===== src/rtl/ieee488_sd_arbiter.sv =====
// Round-robin arbiter merging up to four per-drive SD block-request ports onto
// one host block channel, one outstanding transfer at a time.
module ieee488_sd_arbiter #(
  parameter  int          DRIVES  = 2,
  parameter  logic [23:0] TIMEOUT = 24'd12000000,
  localparam int          NDR     = (DRIVES < 1) ? 1 : ((DRIVES > 4) ? 4 : DRIVES)
) (
  input  logic                 clk_sys,
  input  logic                 reset_n,
  input  logic [32*NDR-1:0]    drv_lba,
  input  logic [6*NDR-1:0]     drv_blk_cnt,
  input  logic [NDR-1:0]       drv_rd,
  input  logic [NDR-1:0]       drv_wr,
  output logic [NDR-1:0]       drv_ack,
  input  logic [8*NDR-1:0]     drv_buff_din,
  output logic [NDR-1:0]       drv_buff_wr,
  output logic [31:0]          host_lba,
  output logic [5:0]           host_blk_cnt,
  output logic                 host_rd,
  output logic                 host_wr,
  input  logic                 host_ack,
  input  logic                 host_buff_wr,
  output logic [7:0]           host_buff_din,
  output logic [1:0]           grant,
  output logic                 busy,
  output logic                 timeout_err
);

  localparam logic [1:0] S_IDLE    = 2'd0;
  localparam logic [1:0] S_ISSUE   = 2'd1;
  localparam logic [1:0] S_XFER    = 2'd2;
  localparam logic [1:0] S_RELEASE = 2'd3;

  logic [1:0]     r_state;
  logic [1:0]     r_grant;
  logic [1:0]     r_last_grant;
  logic [23:0]    r_cnt;
  logic [NDR-1:0] r_drv_ack;
  logic           r_host_rd;
  logic           r_host_wr;
  logic [31:0]    r_host_lba;
  logic [5:0]     r_host_blk_cnt;
  logic           r_timeout_err;

  logic [NDR-1:0] w_pend;
  logic [1:0]     w_sel;
  logic           w_found;
  logic           w_sel_rd;
  logic           w_sel_wr;
  logic [31:0]    w_sel_lba;
  logic [5:0]     w_sel_blk;
  logic [NDR-1:0] w_grant_oh;
  logic [7:0]     w_buff_din;
  logic [NDR-1:0] w_buff_wr;

  assign w_pend = drv_rd | drv_wr;

  // Round-robin pick: first pending drive scanning upward from last_grant+1 with wrap.
  always_comb begin
    int idx;
    w_sel   = r_last_grant;
    w_found = 1'b0;
    for (int k = 1; k <= NDR; k++) begin
      idx = int'(r_last_grant) + k;
      idx = (idx >= NDR) ? (idx - NDR) : idx;
      for (int i = 0; i < NDR; i++) begin
        w_sel   = (!w_found && w_pend[i] && (idx == i)) ? 2'(i) : w_sel;
        w_found = w_found | (w_pend[i] && (idx == i));
      end
    end
  end

  // Request fields of the drive being selected, and per-drive decode of the current grant.
  always_comb begin
    w_sel_rd   = 1'b0;
    w_sel_wr   = 1'b0;
    w_sel_lba  = 32'd0;
    w_sel_blk  = 6'd0;
    w_buff_din = 8'd0;
    w_grant_oh = '0;
    w_buff_wr  = '0;
    for (int i = 0; i < NDR; i++) begin
      w_sel_rd      = (w_sel == 2'(i)) ? drv_rd[i] : w_sel_rd;
      w_sel_wr      = (w_sel == 2'(i)) ? drv_wr[i] : w_sel_wr;
      w_sel_lba     = (w_sel == 2'(i)) ? drv_lba[32*i +: 32] : w_sel_lba;
      w_sel_blk     = (w_sel == 2'(i)) ? drv_blk_cnt[6*i +: 6] : w_sel_blk;
      w_buff_din    = (r_grant == 2'(i)) ? drv_buff_din[8*i +: 8] : w_buff_din;
      w_grant_oh[i] = (r_grant == 2'(i));
      w_buff_wr[i]  = (r_grant == 2'(i)) && (r_state == S_XFER) && host_buff_wr;
    end
  end

  // Transfer FSM: grant, hold request until ack, track ack, release.
  always_ff @(posedge clk_sys or negedge reset_n) begin
    if (!reset_n) begin
      r_state        <= S_IDLE;
      r_grant        <= 2'd0;
      r_last_grant   <= 2'(NDR - 1);
      r_cnt          <= 24'd0;
      r_drv_ack      <= '0;
      r_host_rd      <= 1'b0;
      r_host_wr      <= 1'b0;
      r_host_lba     <= 32'd0;
      r_host_blk_cnt <= 6'd0;
      r_timeout_err  <= 1'b0;
    end else begin
      r_timeout_err <= 1'b0;
      case (r_state)
        S_IDLE: begin
          r_cnt <= 24'd0;
          if (w_found) begin
            r_grant        <= w_sel;
            r_host_lba     <= w_sel_lba;
            r_host_blk_cnt <= w_sel_blk;
            r_host_rd      <= w_sel_rd;
            r_host_wr      <= ~w_sel_rd & w_sel_wr;
            r_state        <= S_ISSUE;
          end
        end
        S_ISSUE: begin
          if (host_ack) begin
            r_host_rd <= 1'b0;
            r_host_wr <= 1'b0;
            r_drv_ack <= w_grant_oh;
            r_cnt     <= 24'd0;
            r_state   <= S_XFER;
          end else if (r_cnt == (TIMEOUT - 24'd1)) begin
            // Abort without acking the drive; its request stays up and is re-arbitrated.
            r_host_rd     <= 1'b0;
            r_host_wr     <= 1'b0;
            r_timeout_err <= 1'b1;
            r_cnt         <= 24'd0;
            r_state       <= S_RELEASE;
          end else begin
            r_cnt <= r_cnt + 24'd1;
          end
        end
        S_XFER: begin
          if (!host_ack) begin
            r_drv_ack <= '0;
            r_state   <= S_RELEASE;
          end
        end
        S_RELEASE: begin
          r_last_grant <= r_grant;
          r_state      <= S_IDLE;
        end
        default: begin
          r_state <= S_IDLE;
        end
      endcase
    end
  end

  assign drv_ack       = r_drv_ack;
  assign drv_buff_wr   = w_buff_wr;
  assign host_lba      = r_host_lba;
  assign host_blk_cnt  = r_host_blk_cnt;
  assign host_rd       = r_host_rd;
  assign host_wr       = r_host_wr;
  assign host_buff_din = w_buff_din;
  assign grant         = r_grant;
  assign busy          = (r_state != S_IDLE);
  assign timeout_err   = r_timeout_err;

endmodule

===== config.mk =====
export PLATFORM = sky130hd
export DESIGN_NAME = ieee488_sd_arbiter
export DESIGN_NICKNAME = d
export VERILOG_FILES = /design/src/rtl/ieee488_sd_arbiter.sv
export SDC_FILE = /design/constraint.sdc
export NUM_CORES = 1
export LEC_CHECK = 0
export ABC_AREA = 1
export BUFFER_PORTS_ARGS = -buffer_cell sky130_fd_sc_hd__buf_2
export CAP_MARGIN = 20
export CORE_ASPECT_RATIO = 1.5
export CORE_MARGIN = 3
export CORE_UTILIZATION = 44
export DETAILED_ROUTE_END_ITERATION = 6
export PLACE_DENSITY = 0.73
export SYNTH_ARGS = -nofsm -noshare
export SYNTH_HDL_FRONTEND = slang
export SYNTH_SLANG_ARGS = --single-unit

===== constraint.sdc =====
create_clock -name clk_sys -period 3.2 [get_ports clk_sys]
set_clock_uncertainty 0.2 [all_clocks]
set_input_delay 0.48 -clock clk_sys [delete_from_list [all_inputs] [get_ports clk_sys]]
set_output_delay 0.48 -clock clk_sys [all_outputs]
set_load 0.05 [all_outputs]

Yosys cells after proc, flatten, opt, wreduce, memory -nomap -nowiden
Index checks and enable logic that the tools add are counted.
- word-level logic and storage cells: 100
- memories kept: 0
- latch bits: 0
- bits in registers: 73
- input port bits: 100
- RAM bits: 0
- memory bits (read-only): 0
- reductions and logical operators: 29
- bitwise logic cells: 6
- shifts and indexed selects: 0
- eq/ne operators: 12
- muxes and demuxes: 36
- divide/modulo/power cells: 0
- multipliers: 0
- add/subtract/negate cells: 5
- $lt $le $gt $ge: 2
- operators by type and width (operator ; number):
    $mux W32 ; 4
    $eq A32 B2 Y1 const B ; 2
    $logic_not A32 Y1 ; 2
    $mux W24 ; 2
    $pmux W24 S2 ; 1
    $add A24 B1 Y24 const B ; 1
    $eq A24 B24 Y1 const B ; 1
    $mux W2 ; 10
    $mux W8 ; 2
    $logic_and A1 B1 Y1 ; 14
    $mux W6 ; 2
    $mux W1 ; 11
    $reduce_and A3 Y1 ; 3
    $pmux W2 S4 ; 1
    $sub A3 B2 Y4 const B ; 2
    $eq A2 B1 Y1 const B ; 3
    $ge A3 B2 Y1 const B ; 2
    $logic_not A2 Y1 ; 3
    $ne A2 B2 Y1 const B ; 3
    $reduce_bool A2 Y1 ; 3
    $eq A2 B2 Y1 const B ; 2
    $pmux W1 S2 ; 2
    $pmux W2 S2 ; 1
    $add A2 B1 Y3 const B ; 1
    8 further kinds ; 12

Depth between registers and ports, before layout
- depth after elaboration: 18
- mapped depth: 11
- gate-level depth less buffers: 11

Worst setup path before layout
No wires, ideal clock.
- path type: reg2out
- start point: register r_grant[0] (netlist: grant[0])
- end point: output drv_buff_wr[1]
- cell stages (with the launch flop): 3
- slack: 175 ps
- data required time: 2520 ps
- data arrival time: 2345 ps
- path through: dfrtp_1 -> inv_1 -> nor4_1
- word-level cells in the longest chain between the ends: 3
- RTL lines (element ; RTL line ; text):
    start: declaration ; 35 ; logic [1:0] r_grant;
    start signal: assignment ; 112 ; r_grant <= w_sel;
    $eq A2 B1 Y1 ; 89 ; w_buff_wr[i] = (r_grant == 2'(i)) && (r_state == S_XFER) && host_buff_wr;
    $logic_and A1 B1 Y1 (2 in a row) ; 89 ;
    end: declaration ; 16 ; output logic [NDR-1:0] drv_buff_wr,
No other way between the ends.

Worst setup path in the final report
- start point: register r_grant[0] (netlist: grant[0])
- end point: output host_buff_din[3]
- word-level cells in the longest chain between the ends: 3
- elaborated cells between the ends (all ways): 4
- RTL lines (element ; RTL line ; text):
    $logic_not A2 Y1 ; 87 ; w_buff_din = (r_grant == 2'(i)) ? drv_buff_din[8*i +: 8] : w_buff_din;
    $mux W8 ; 87 ;
    $mux W8 (*) ; 87 ;
    end: declaration ; 23 ; output logic [7:0] host_buff_din,
Every way passes the cells marked *; elsewhere a longest branch is shown, timed or not.

==> summary by stage <==
Run status
The run finished with clean final reports.

Floorplanning
The die height is 124 um. For this configuration, the core starts out at a cell density of between 40% and 50%. The core area is slightly below 9000 um2. The count of boundary I/O pins is between 150 and 200. The die covers between 10000 and 15000 um2. Row generation in the floorplan step produced 42 rows.

In this run the horizontal extent of the chip is about 85 um.

Synthesis
In the post-synthesis netlist, the biggest area contributors are dfrtp_1 (44%), nand3_1 (17%), o21a_1 (7.0%). The synthesized design spends more area on one cell type than any other, namely dfrtp_1. The portion of synthesized area spent on multiplexers is 0%. The number of nets in the synthesized netlist is around 610. During synthesis, Yosys emitted a total of 0 warnings. The number of flip-flops and latches in the synthesized netlist is between 70 and 80. Summing the areas of all xor and xnor instances in the mapped netlist gives 1.94% of the synthesized area. The mean cell area of the mapped netlist is 8.08 um2. After technology mapping, the gate count stands at 504. After synthesis, the share of flip-flops with an asynchronous set or reset is 100%. The number of library cell types mapped by synthesis is 35. Ranked by instance count, the synthesized netlist is headed by nand3_1 (141), dfrtp_1 (72), nand2_1 (72). The adder and majority cell fraction of the synthesized area is roughly 1.5%.

The dominant combinational cell family by area after synthesis is simple AND/OR/NAND/NOR gates. After synthesis, flip-flops and latches occupy between 40% and 50% of the total area. The post-synthesis share of cell area spent on and, or, nand and nor gates is between 30% and 40%.

The most frequently used flop master after synthesis is dfrtp_1. The most frequent cell after synthesis is nand3_1. The cell area that synthesis handed to floorplanning was 4070 um2.

The synthesized-area fraction occupied by ao, oa, aoi and oai cells is 13.2%. Counting flops with a built-in enable in the synthesized netlist gives 0. The fraction of post-synthesis cell area in the top cell type by area is roughly 44%.

Place
The count of buffers added on input and output ports is approximately 160. Detailed placement ended at an HPWL of roughly 8000 um. Prior to clock tree synthesis, the placed netlist has a worst setup slack of between 900 and 1000 ps.

The congestion estimate from routability-driven global placement came to between 0.8 and 0.9. Including well taps, the total number of placed cells is around 750.

Pwr
In this run the static leakage power is about 2.6 nW. The switching part of the total is 49.8%. The power dissipated by switching net loads is 2.69 mW. The internal portion of the total power is ~2.7 mW. In this run, flip-flops and latches consume around a quarter of the power. The worst-case IR drop observed on VDD is just under 0.0006 V. The ratio of total power to cell area is 1040 nW/um2. Of the total power, the clock network draws around 20%. Combinational logic is responsible for between 50% and 60% of the overall power.

STA
Timing would allow up to 405 MHz. Setup repair after global routing left no endpoint under its margin. The worst path in the final design needs a cycle of between 2000 and 2500 ps, including I/O delays and setup. Adding up every negative setup slack in the final design gives 0 ps. The final count of pins violating max slew was 0. The count of final setup violators is 0. The ratio of final minimum period to clock period is a little under 80%. The count of final hold-check violations came to 0. The tightest slew margin relative to the limit is between 30% and 40%. At the pin with the least slew margin, the transition time is 903 ps. Setup slack closes at 732 ps.

Worst setup path
For this run, the slowest stage of the critical path takes about 470 ps. The signal on the critical path passes through inv_1 > nor2_1 > a22o_1 > buf_2. The critical path data arrival time is between 1500 and 2000 ps.

The kind of cell adding the most delay to the critical path is simple AND/OR/NAND/NOR gates. The critical path in this run is classified as flip-flop to output port. STA puts the critical path data required time at 2520 ps. The worst setup path is captured at an output port. The cell at the slowest stage of the critical path is nor2_1.

Together, buffers and inverters on the worst path number 2. The type of origin of the critical path is a flip-flop. The maximum fanout along the worst path is 9.

Global routing
The via count of the first global-routing pass came to about 3800. The global-route wire length before repair is roughly 17000 um. The initial antenna violation count is 0. After global routing the overflow that remains totals 0. The total global-route track usage is 20.7%.

Entering global routing, the biggest net connects 81 pins.

Clock network
The clock drives 73 sinks. The clock slew seen by the registers of the worst setup and hold paths is around 60 ps. The H-tree was split into 3 levels. The longest clock path from root to sink contains 2 buffers. The clock latency of the later-clocked register in the worst-skew pair is between 300 and 400 ps.

The number of buffers inserted during clock tree synthesis is 9. TritonCTS built the clock tree. Buffers added to address setup during post-CTS repair amount to 0. Buffers inserted to repair hold after CTS numbered 0. The post-CTS resize count is 0. The buffer cell driving the clock tree root is clkbuf_16.

Route
Dividing the detail-routed wire length by the instance count gives approximately 14 um. The routed design has roughly 11000 um of wire. After detailed routing, the number of remaining DRC violations is 0. The first TritonRoute pass finished after 4 iterations. The initial DRC count is 221. Summing over every cut layer, the via total after detailed routing is roughly 4100. The ratio of routed vias to standard cells is roughly 5.4.

In this run the remaining antenna-violating nets after routing total 0.

Finish
The fill cell instance count of the final layout is 831. The area added between synthesis and finish is 27.9%. The fraction of layout cells with a size suffix above 1 is 28.2%. The count of cells in the finished layout, fillers not included, comes to 765. The diode insertion count for antenna repair is 0. In the final design database the tool counted between 700 and 800 nets.

Hold path
The type of the tightest min-delay check is primary input to asynchronous set/reset pin.

Job
The count of maximum capacitance violations is 0.
-- metrics by stage --
step	power, mW	utilization, %	cell area (um2)	hold WS (ps)
floorplan	3.71	-	4070	-15.6
global placement	4.31	54.8	4900	270
detailed placement	4.38	54.8	4900	265
CTS	5.46	58.3	5210	176
global route	5.75	58.3	5210	188
finish	5.40	58.3	5210	155
-- layout by cell type (no fill, tap or decap), types with 4 or more instances in the layout --
master	n
buf_2	155
a21oi_1	4
o21a_1	38
nor3_1	4
nand3_1	141
nand2_1	72
o21ai_0	10
xor2_1	7
dfrtp_1	72
nor2_1	34
inv_1	48
a22o_1	8
o22ai_1	8
buf_4	6
nand4_1	4
ha_1	5
clkbuf_16	9
-- flip-flops by register name, summed over array words and instances (netlist names) --
name          flops
host_blk_cnt      6
drv_ack           2
host_rd           1
r_last_grant      2
host_lba         32
grant             2
r_state           2
host_wr           1
r_cnt            24
timeout_err       1
-- cell type report --
type / instances / area, um2 / area share [%]
flip-flops and latches: 73 / 1830 / 35.1
well taps: 110 / 138 / 2.64
clock inverters: 5 / 81.3 / 1.56
inverters: 48 / 180 / 3.46
clock buffers: 11 / 233 / 4.47
multi-input cells: 357 / 1930 / 37.0
repair buffers: 161 / 821 / 15.8
-- path summary, 6_finish.rpt --
check | cells past startpoint | end | from | slack [ps]
worst max-delay path | 4 | host_buff_din[3] | grant[0]$_DFFE_PN0P_ | 730
worst min-delay path | 2 | host_lba[25]$_DFFE_PN0P_ | reset_n | 150
worst max register to register | 7 | host_blk_cnt[4]$_DFFE_PN0P_ | r_state[0]$_DFFE_PN0P_ | 990
worst min register to register | 1 | host_lba[14]$_DFFE_PN0P_ | host_lba[14]$_DFFE_PN0P_ | 290
max in group asynchronous | 2 | r_cnt[0]$_DFFE_PN0P_ | reset_n | 2050
min in group clk_sys | 2 | r_cnt[2]$_DFFE_PN0P_ | host_ack | 190
-- layer usage --
metal | track usage [%] | wire (um)
met5 | 0 | 0
met1 | 26.1 | 4420
met3 | 3.71 | 765
met4 | 11.0 | 316
met2 | 33.8 | 5330
-- cells by family after synthesis --
logic type,Yosys count
compound gates,76
flops,73
buf+inv,74
simple gates,267
fa+ha+maj,5
xor+xnor,9
-- power groups by stage --
stage	logic, mW	registers [mW]	clock network (mW)
2_1_floorplan	1.35	2.36	0
3_3_place_gp	2.88	1.43	0
3_5_place_dp	2.94	1.44	0
4_1_cts	2.95	1.43	1.09
5_1_grt	3.16	1.47	1.12
6_report	2.92	1.43	1.06
No activity file was read; power rests on OpenSTA's default activity.
